$ cat src/rtl/axi4l_sif_win.sv
// AXI4-Lite slave front end that decodes one address window onto the single-beat acc__
// register access protocol. It has independent AW/W capture, DECERR/SLVERR and a backend timeout.
module axi4l_sif_win #(
  parameter int unsigned axi4l__addr_width = 64,
  parameter int unsigned axi4l__data_width = 32,
  parameter logic [axi4l__addr_width-1:0] win_base = '0,
  parameter int unsigned win_span_log2 = 12,
  parameter int unsigned acc_timeout = 256
) (
  input  logic                             sys__clk,
  input  logic                             sys__arst,
  input  logic [axi4l__addr_width-1:0]     axi4l__s_awaddr,
  input  logic [2:0]                       axi4l__s_awprot,
  input  logic                             axi4l__s_awvalid,
  output logic                             axi4l__s_awready,
  input  logic [axi4l__data_width-1:0]     axi4l__s_wdata,
  input  logic [axi4l__data_width/8-1:0]   axi4l__s_wstrb,
  input  logic                             axi4l__s_wvalid,
  output logic                             axi4l__s_wready,
  output logic [1:0]                       axi4l__s_bresp,
  output logic                             axi4l__s_bvalid,
  input  logic                             axi4l__s_bready,
  input  logic [axi4l__addr_width-1:0]     axi4l__s_araddr,
  input  logic [2:0]                       axi4l__s_arprot,
  input  logic                             axi4l__s_arvalid,
  output logic                             axi4l__s_arready,
  output logic [axi4l__data_width-1:0]     axi4l__s_rdata,
  output logic [1:0]                       axi4l__s_rresp,
  output logic                             axi4l__s_rvalid,
  input  logic                             axi4l__s_rready,
  output logic [axi4l__addr_width-1:0]     acc__waddr,
  output logic [axi4l__data_width-1:0]     acc__wdata,
  output logic [axi4l__data_width/8-1:0]   acc__wstrb,
  output logic                             acc__wvalid,
  input  logic                             acc__wready,
  input  logic                             acc__werr,
  output logic [axi4l__addr_width-1:0]     acc__raddr,
  output logic                             acc__rvalid,
  input  logic                             acc__rready,
  input  logic [axi4l__data_width-1:0]     acc__rdata,
  input  logic                             acc__rerr
);

  localparam int unsigned AW = axi4l__addr_width;
  localparam int unsigned DW = axi4l__data_width;
  localparam int unsigned SW = DW / 8;
  localparam int unsigned AddrLsb = $clog2(SW);
  localparam int unsigned CntW = (acc_timeout > 0) ? $clog2(acc_timeout + 1) : 1;
  localparam logic [AW-1:0] SpanMask = (AW'(1) << win_span_log2) - AW'(1);
  localparam logic [AW-1:0] OffMask = SpanMask & ~((AW'(1) << AddrLsb) - AW'(1));
  localparam logic [CntW-1:0] CntLast = CntW'(acc_timeout - 1);
  localparam bit TimeoutEn = (acc_timeout != 0);

  typedef enum logic [1:0] {StWIdle, StWReq, StWResp} w_state_e;
  typedef enum logic [1:0] {StRIdle, StRReq, StRResp} r_state_e;

  function automatic logic win_hit(input logic [AW-1:0] a);
    return (a >> win_span_log2) == (win_base >> win_span_log2);
  endfunction

  function automatic logic [AW-1:0] win_off(input logic [AW-1:0] a);
    return a & OffMask;
  endfunction

  logic unused_prot;
  assign unused_prot = ^{axi4l__s_awprot, axi4l__s_arprot};

  // Write channel
  w_state_e        w_state_q, w_state_d;
  logic            aw_have_q, aw_have_d, w_have_q, w_have_d, aw_hit_q, aw_hit_d;
  logic [AW-1:0]   waddr_q, waddr_d;
  logic [DW-1:0]   wdata_q, wdata_d;
  logic [SW-1:0]   wstrb_q, wstrb_d;
  logic [1:0]      bresp_q, bresp_d;
  logic [CntW-1:0] wcnt_q, wcnt_d;
  logic            aw_hs, w_hs;

  assign axi4l__s_awready = (w_state_q == StWIdle) && !aw_have_q;
  assign axi4l__s_wready  = (w_state_q == StWIdle) && !w_have_q;
  assign axi4l__s_bvalid  = (w_state_q == StWResp);
  assign axi4l__s_bresp   = bresp_q;
  assign acc__wvalid      = (w_state_q == StWReq);
  assign acc__waddr       = waddr_q;
  assign acc__wdata       = wdata_q;
  assign acc__wstrb       = wstrb_q;
  assign aw_hs = axi4l__s_awvalid && axi4l__s_awready;
  assign w_hs  = axi4l__s_wvalid && axi4l__s_wready;

  always_comb begin
    w_state_d = w_state_q;
    aw_have_d = aw_have_q;
    w_have_d  = w_have_q;
    aw_hit_d  = aw_hit_q;
    waddr_d   = waddr_q;
    wdata_d   = wdata_q;
    wstrb_d   = wstrb_q;
    bresp_d   = bresp_q;
    wcnt_d    = wcnt_q;
    unique case (w_state_q)
      StWIdle: begin
        if (aw_hs) begin
          waddr_d   = win_off(axi4l__s_awaddr);
          aw_hit_d  = win_hit(axi4l__s_awaddr);
          aw_have_d = 1'b1;
        end
        if (w_hs) begin
          wdata_d  = axi4l__s_wdata;
          wstrb_d  = axi4l__s_wstrb;
          w_have_d = 1'b1;
        end
        if ((aw_have_q || aw_hs) && (w_have_q || w_hs)) begin
          aw_have_d = 1'b0;
          w_have_d  = 1'b0;
          wcnt_d    = '0;
          // aw_hit_d holds either the just-captured or the earlier-captured decode
          if (aw_hit_d) begin
            w_state_d = StWReq;
          end else begin
            w_state_d = StWResp;
            bresp_d   = 2'b11;
          end
        end
      end
      StWReq: begin
        if (acc__wready) begin
          bresp_d   = acc__werr ? 2'b10 : 2'b00;
          w_state_d = StWResp;
        end else if (TimeoutEn && (wcnt_q == CntLast)) begin
          bresp_d   = 2'b10;
          w_state_d = StWResp;
        end else begin
          wcnt_d = wcnt_q + CntW'(1);
        end
      end
      StWResp: begin
        if (axi4l__s_bready) w_state_d = StWIdle;
      end
      default: w_state_d = StWIdle;
    endcase
  end

  always_ff @(posedge sys__clk or posedge sys__arst) begin
    if (sys__arst) begin
      w_state_q <= StWIdle;
      aw_have_q <= 1'b0;
      w_have_q  <= 1'b0;
      aw_hit_q  <= 1'b0;
      waddr_q   <= '0;
      wdata_q   <= '0;
      wstrb_q   <= '0;
      bresp_q   <= 2'b00;
      wcnt_q    <= '0;
    end else begin
      w_state_q <= w_state_d;
      aw_have_q <= aw_have_d;
      w_have_q  <= w_have_d;
      aw_hit_q  <= aw_hit_d;
      waddr_q   <= waddr_d;
      wdata_q   <= wdata_d;
      wstrb_q   <= wstrb_d;
      bresp_q   <= bresp_d;
      wcnt_q    <= wcnt_d;
    end
  end

  // Read channel
  r_state_e        r_state_q, r_state_d;
  logic [AW-1:0]   raddr_q, raddr_d;
  logic [DW-1:0]   rdata_q, rdata_d;
  logic [1:0]      rresp_q, rresp_d;
  logic [CntW-1:0] rcnt_q, rcnt_d;
  logic            ar_hs;

  assign axi4l__s_arready = (r_state_q == StRIdle);
  assign axi4l__s_rvalid  = (r_state_q == StRResp);
  assign axi4l__s_rdata   = rdata_q;
  assign axi4l__s_rresp   = rresp_q;
  assign acc__rvalid      = (r_state_q == StRReq);
  assign acc__raddr       = raddr_q;
  assign ar_hs = axi4l__s_arvalid && axi4l__s_arready;

  always_comb begin
    r_state_d = r_state_q;
    raddr_d   = raddr_q;
    rdata_d   = rdata_q;
    rresp_d   = rresp_q;
    rcnt_d    = rcnt_q;
    unique case (r_state_q)
      StRIdle: begin
        if (ar_hs) begin
          raddr_d = win_off(axi4l__s_araddr);
          rcnt_d  = '0;
          if (win_hit(axi4l__s_araddr)) begin
            r_state_d = StRReq;
          end else begin
            r_state_d = StRResp;
            rdata_d   = '0;
            rresp_d   = 2'b11;
          end
        end
      end
      StRReq: begin
        if (acc__rready) begin
          rdata_d   = acc__rdata;
          rresp_d   = acc__rerr ? 2'b10 : 2'b00;
          r_state_d = StRResp;
        end else if (TimeoutEn && (rcnt_q == CntLast)) begin
          rdata_d   = '0;
          rresp_d   = 2'b10;
          r_state_d = StRResp;
        end else begin
          rcnt_d = rcnt_q + CntW'(1);
        end
      end
      StRResp: begin
        if (axi4l__s_rready) r_state_d = StRIdle;
      end
      default: r_state_d = StRIdle;
    endcase
  end

  always_ff @(posedge sys__clk or posedge sys__arst) begin
    if (sys__arst) begin
      r_state_q <= StRIdle;
      raddr_q   <= '0;
      rdata_q   <= '0;
      rresp_q   <= 2'b00;
      rcnt_q    <= '0;
    end else begin
      r_state_q <= r_state_d;
      raddr_q   <= raddr_d;
      rdata_q   <= rdata_d;
      rresp_q   <= rresp_d;
      rcnt_q    <= rcnt_d;
    end
  end

endmodule
$ cat config.mk
export PLATFORM = sky130hd
export DESIGN_NAME = axi4l_sif_win
export DESIGN_NICKNAME = d
export VERILOG_FILES = /design/src/rtl/axi4l_sif_win.sv
export SDC_FILE = /design/constraint.sdc
export NUM_CORES = 1
export LEC_CHECK = 0
export CORE_AREA = 2 2 165 167
export CTS_CLUSTER_DIAMETER = 200
export DETAILED_ROUTE_END_ITERATION = 10
export DIE_AREA = 0 0 167 169
export PLACE_DENSITY = 0.52
export SLEW_MARGIN = 20
export SYNTH_ARGS = -nofsm -noshare
export SYNTH_HDL_FRONTEND = slang
export SYNTH_SLANG_ARGS = --single-unit
$ cat constraint.sdc
create_clock -name sys__clk -period 9.38 [get_ports sys__clk]
set_clock_uncertainty 0.2 [all_clocks]
set_input_delay 1.876 -clock sys__clk [delete_from_list [all_inputs] [get_ports sys__clk]]
set_output_delay 1.876 -clock sys__clk [all_outputs]
set_load 0.03 [all_outputs]
# Yosys cells after proc, flatten, opt, wreduce, memory -nomap -nowiden
# Index checks and enable logic that the tools add are counted.
[classes]
n_addsub = 2
n_eq_ne = 18
mux = 41
n_reduce_logical = 29
[op_table]
columns = ["operator", "count"]
rows = [
  ["$logic_not A64 Y1", 2],
  ["$mux W32", 4],
  ["$pmux W32 S2", 1],
  ["$mux W9", 6],
  ["$mux W2", 18],
  ["$pmux W9 S2", 2],
  ["$add A9 B1 Y9 const B", 2],
  ["$eq A9 B8 Y1 const B", 2],
  ["$reduce_and A4 Y1", 4],
  ["$ne A2 B2 Y1 const B", 6],
  ["$pmux W2 S3", 2],
  ["$reduce_and A2 Y1", 5],
  ["$ne A2 B1 Y1 const B", 4],
  ["$pmux W2 S2", 2],
  ["$reduce_bool A2 Y1", 4],
  ["$logic_and A1 B1 Y1", 6],
  ["$mux W1", 6],
  ["$ne A3 B1 Y1 const B", 2],
  ["$reduce_and A3 Y1", 2],
  ["$eq A2 B1 Y1 const B", 2],
  ["$eq A2 B2 Y1 const B", 2],
  ["$logic_not A2 Y1", 2],
  ["$logic_not A1 Y1", 2],
  ["$logic_or A1 B1 Y1", 2],
]
[word_totals]
register_bits = 117
input_bits = 213
output_inout_bits = 207
word_cells = 104

# Logic depth before layout (Yosys ltp)
[logic_depth]
ltp_word = 8
mapped_depth = 10

# Worst setup path before layout
# No wires, ideal clock.
[synth_path]
kind = "input to register"
from = "in axi4l__s_araddr[13]"
to = "reg rdata_q[10], in the netlist axi4l__s_rdata[10]"
arrival_time_ns = 3.172
t_required_ns = 9.114
path_slack_ns = 5.942
cell_stages = 6
cell_sequence = "nor4_1 nand4_1 or4_4 nand2_4 buf_6 a22o_1"
[synth_between]
elab_chain_cells = 3
[synth_lines]
columns = ["item", "line_no", "source"]
rows = [
  ["start, declared", "23", "input logic [axi4l__addr_width-1:0] axi4l__s_araddr,"],
  ["$logic_not A64 Y1", "58", "return (a >> win_span_log2) == (win_base >> win_span_log2);"],
  ["$ne A2 B2 Y1 (no line)", "--", ""],
  ["$reduce_and A4 Y1 (no line)", "--", ""],
  ["end signal, assigned", "232", "rdata_q <= rdata_d;"],
  ["end, declared", "169", "logic [DW-1:0] rdata_q, rdata_d;"],
]
# Every way passes these cells.
# A chain may end at the register's enable or synchronous reset.

# Final worst setup path
[layout_path]
from = "reg w_state_q[1]"
to = "out axi4l__s_bvalid"
[layout_between]
elab_chain_cells = 1
[layout_lines]
columns = ["item", "line_no", "source"]
rows = [
  ["start, declared", "69", "w_state_e w_state_q, w_state_d;"],
  ["start signal, assigned", "144", "w_state_q <= StWIdle;"],
  ["start signal, assigned", "154", "w_state_q <= w_state_d;"],
  ["$eq A2 B2 Y1", "80", "assign axi4l__s_bvalid = (w_state_q == StWResp);"],
  ["end, declared", "21", "output logic axi4l__s_bvalid,"],
]
# Every way passes these cells.

==> run summary <==
STA puts the critical path data arrival time at 2.29 ns. The number of clock sinks came out at 117. The remaining global-route overflow came out at 0. The maximum buffer depth of the clock tree is 2. The residual antenna-violating net count after detailed routing is 0. At the pin with the least slew margin, the transition time is 0.882 ns. At the end of the flow the core is filled with cells to 35.3%. Setup violations remaining at the end of the flow were counted as 0.

The post-route netlist has 12.1% of its cells at a drive strength greater than 1. The count of endpoints failing hold in the final timing report came out at 0. Yosys attributes the largest share of cell area to sky130_fd_sc_hd__dfrtp_1, sky130_fd_sc_hd__buf_4, sky130_fd_sc_hd__mux2_2.

The number of levels in the clock H-tree came out at 4. The synthesis-to-finish area growth is 61.6%. The first global-routing pass estimated 25900 um of wire. The max capacitance violation total is 0. The first detailed-routing pass ran for 4 iterations. The die covers 28200 um^2.

The pin count of the biggest net entering global routing came out at 63. From bottom edge to top edge, the die measures 169 um. Among all cell types in the netlist, the one instantiated most often is sky130_fd_sc_hd__dfrtp_1.

The worst ir drop on vdd came out at 157 uV. By count the netlist is led by sky130_fd_sc_hd__dfrtp_1, sky130_fd_sc_hd__buf_4, sky130_fd_sc_hd__mux2_2, sky130_fd_sc_hd__a22o_1, sky130_fd_sc_hd__nor4_1. The cell chosen for the clock root is sky130_fd_sc_hd__clkbuf_16. Dividing total power by cell area gives a power density of 238 nW/um^2.

Counting flops and latches in the post-synthesis netlist gives 117. In the final layout, the multi-input gates occupy 2330 um^2. Data on the critical path is required at its endpoint by 7.30 ns. After detailed routing, the number of remaining DRC violations is 0. Routability-driven placement finished with a final weighted congestion of 0.780. Fill cells in the final layout number 2720. The sequential fraction of the synthesis area came out at 50.6%. In this run the static leakage power is 3.89 nW. The average instance area after synthesis came out at 11.4 um^2. The number of distinct library cells after synthesis is 45.

By startpoint and endpoint, the worst setup path is classified as register to output port. The count of antenna diodes in the layout came out at 0. Across the whole layout, storage elements account for 2930 um^2. The startpoint identified for the worst register-to-register timing path is wcnt_q[0]$_DFFE_PP0P_.

The via count of the first global-routing pass was 4798. Dividing the detail-routed via count by the number of cells gives 3.99. The run finished with clean final reports. The critical path capture point type is an output port. The clock transition time at the flip-flop clock pins of the worst setup and hold paths is 0.06 ns. In this run the cell area of the synthesized design comes to 5790 um^2. The total wirelength of the detailed-routed design came out at 16500 um.

The post-CTS setup-driven buffer insertion count is 0. The final route contains 4674 vias. The number of buffers created by CTS came out at 17. After synthesis, the share of flip-flops with an asynchronous set or reset is 100%. In this run the worst path has a maximum fanout of 23. The initialized floorplan defines 60 standard-cell rows. The final net count is 1033. Setup repair after global routing left no endpoint under its margin. The share of the synthesized area in the top cell type is 50.6%. The tightest min-delay check is of the register to register type.

The setup TNS came out at 0 ns. The horizontal die dimension is 167 um. The number of instances resized during post-cts repair came out at 0. Yosys printed 0 warnings. Among all flip-flop cells after synthesis, the most frequent one is sky130_fd_sc_hd__dfrtp_1.

The worst path in the final design needs a cycle of 4.37 ns, including I/O delays and setup. Summed over all instances, the cell type with the most area after synthesis is sky130_fd_sc_hd__dfrtp_1. The startpoint of the tightest hold check path is rcnt_q[8]$_DFFE_PP0P_.

The share of the clock period used by the worst path is 46.6%. The routed wirelength normalized by instance count is 14.1 um. The worst setup path is launched from a register. The placed wire-length estimate came out at 12500 um. The number of antenna violations at the first check in global routing came to 0.

TritonCTS built the clock tree. The core region is 26500 um^2. Once the floorplan was initialized, standard cells occupied 21.9% of the core. The maximum achievable frequency is 0.229 GHz. The critical path startpoint is w_state_q[1]$_DFFE_PP0P_. The final-report max-slew violation count is 0. The headroom to the max-slew limit is 41.1%. The number of enable flip-flop cells after synthesis came out at 0. The total of hold buffers inserted after clock tree synthesis is 0.

After the first detailed-routing iteration, the DRC count stood at 177. 420 I/O pins were placed. The later-pin clock latency in the skew report is 0.41 ns. The total routing resource utilization after global routing came out at 11.7%. The count of input and output buffers is 301. The post-synthesis instance total is 509.
==> routing by layer <==
layer  global-route usage, %  up-vias  part of all wire [%]
li1                        -     2206                     -
met2                    19.3      250                    48
met3                    4.40       18                   9.4
met5                       0        -                     0
met4                    4.72        0                   2.1
met1                    13.9     2200                    40
==> through the flow <==
step | total power (W) | worst slack, ns | hold slack, ns | cells | cell area (um^2)
3_5_place_dp | 0.00161 | 4.97 | 0.263 | 1138 | 8780
6_report | 0.00222 | 5.01 | 0.284 | 1170 | 9360
5_1_grt | 0.00234 | 4.85 | 0.303 | 1170 | 9360
4_1_cts | 0.00227 | 4.97 | 0.285 | 1170 | 9360
2_1_floorplan | 0.00124 | 4.20 | 0.243 | 616 | 6190
3_3_place_gp | 0.00159 | 4.95 | 0.258 | 1137 | 8760
==> worst max-delay path: stages (launching register included) <==
cell	delay [ns]
sky130_fd_sc_hd__dfrtp_1	0.83
sky130_fd_sc_hd__inv_1	0.17
sky130_fd_sc_hd__nor2_1	0.17
sky130_fd_sc_hd__clkdlybuf4s50_1	0.70
==> layout by cell type, fill, tap and decap left out, types with 3 or more instances in the layout <==
| cell type | instances |
|---|---|
| sky130_fd_sc_hd__dfrtp_1 | 117 |
| sky130_fd_sc_hd__mux2_1 | 5 |
| sky130_fd_sc_hd__o21ai_0 | 10 |
| sky130_fd_sc_hd__nand4_1 | 4 |
| sky130_fd_sc_hd__clkdlybuf4s50_1 | 301 |
| sky130_fd_sc_hd__a21oi_1 | 9 |
| sky130_fd_sc_hd__ha_1 | 4 |
| sky130_fd_sc_hd__inv_6 | 5 |
| sky130_fd_sc_hd__buf_4 | 4 |
| sky130_fd_sc_hd__nor2_1 | 22 |
| sky130_fd_sc_hd__nand2_1 | 26 |
| sky130_fd_sc_hd__nor4_1 | 27 |
| sky130_fd_sc_hd__clkbuf_16 | 17 |
| sky130_fd_sc_hd__a22o_1 | 34 |
| sky130_fd_sc_hd__mux2_2 | 51 |
| sky130_fd_sc_hd__clkinvlp_4 | 3 |
| sky130_fd_sc_hd__nor3_1 | 11 |
| sky130_fd_sc_hd__nor2b_1 | 3 |
| sky130_fd_sc_hd__clkinv_4 | 4 |
| sky130_fd_sc_hd__inv_1 | 8 |
| sky130_fd_sc_hd__xnor2_1 | 10 |
| sky130_fd_sc_hd__conb_1 | 108 |
| sky130_fd_sc_hd__nand3_1 | 8 |
==> report_power, final <==
group	switching, W	internal [W]	leakage [nW]	total (W)
sequential	0.0000748	0.000625	1.48	0.000699
clock	0.000265	0.000371	0.273	0.000637
combinational	0.000481	0.000406	2.14	0.000887
total	0.000821	0.00140	3.89	0.00222
==> worst paths after layout <==
path                       cells past startpoint                    endpoint  slack [ns]
min reg2reg                                    2       rcnt_q[8]$_DFFE_PP0P_        0.28
min in group asynchronous                      2  acc__wdata[18]$_DFFE_PP0P_        1.78
max                                            3             axi4l__s_bvalid        5.01
max in group asynchronous                      3  acc__waddr[11]$_DFFE_PP0P_        5.97
min                                            2       rcnt_q[8]$_DFFE_PP0P_        0.28
max reg2reg                                    9       wcnt_q[3]$_DFFE_PP0P_        6.89
==> kinds of logic after synthesis <==
kind of cell | count (synthesis) | synth area share [%]
buffers and inverters | 135 | 16.3
and+or+nand+nor | 120 | 11.3
DFF | 117 | 50.6
AOI/OAI and AO/OA | 64 | 8.23
muxes | 58 | 11.2
xor gates and xnor gates | 10 | 1.51
adders and majority gates | 4 | 0.864
other | 1 | 0.0647
==> flip-flops by register name (all words and copies together) (netlist names) <==
signal          cells
aw_have_q           1
w_state_q           2
acc__wdata         32
r_state_q           2
acc__wstrb          4
wcnt_q              9
w_have_q            1
acc__waddr         10
axi4l__s_bresp      2
axi4l__s_rdata     32
acc__raddr         10
axi4l__s_rresp      2
aw_hit_q            1
rcnt_q              9
==> layout make-up <==
| type | instances | area share (%) |
|---|---|---|
| timing repair buffer | 306 | 32.7 |
| sequential | 117 | 31.3 |
| multi-input combinational | 364 | 24.9 |
| tap | 341 | 4.56 |
| clock buffer | 17 | 4.55 |
| clock inverter | 15 | 1.58 |
| inverter | 10 | 0.428 |
Power figures use the tool's default switching activity.
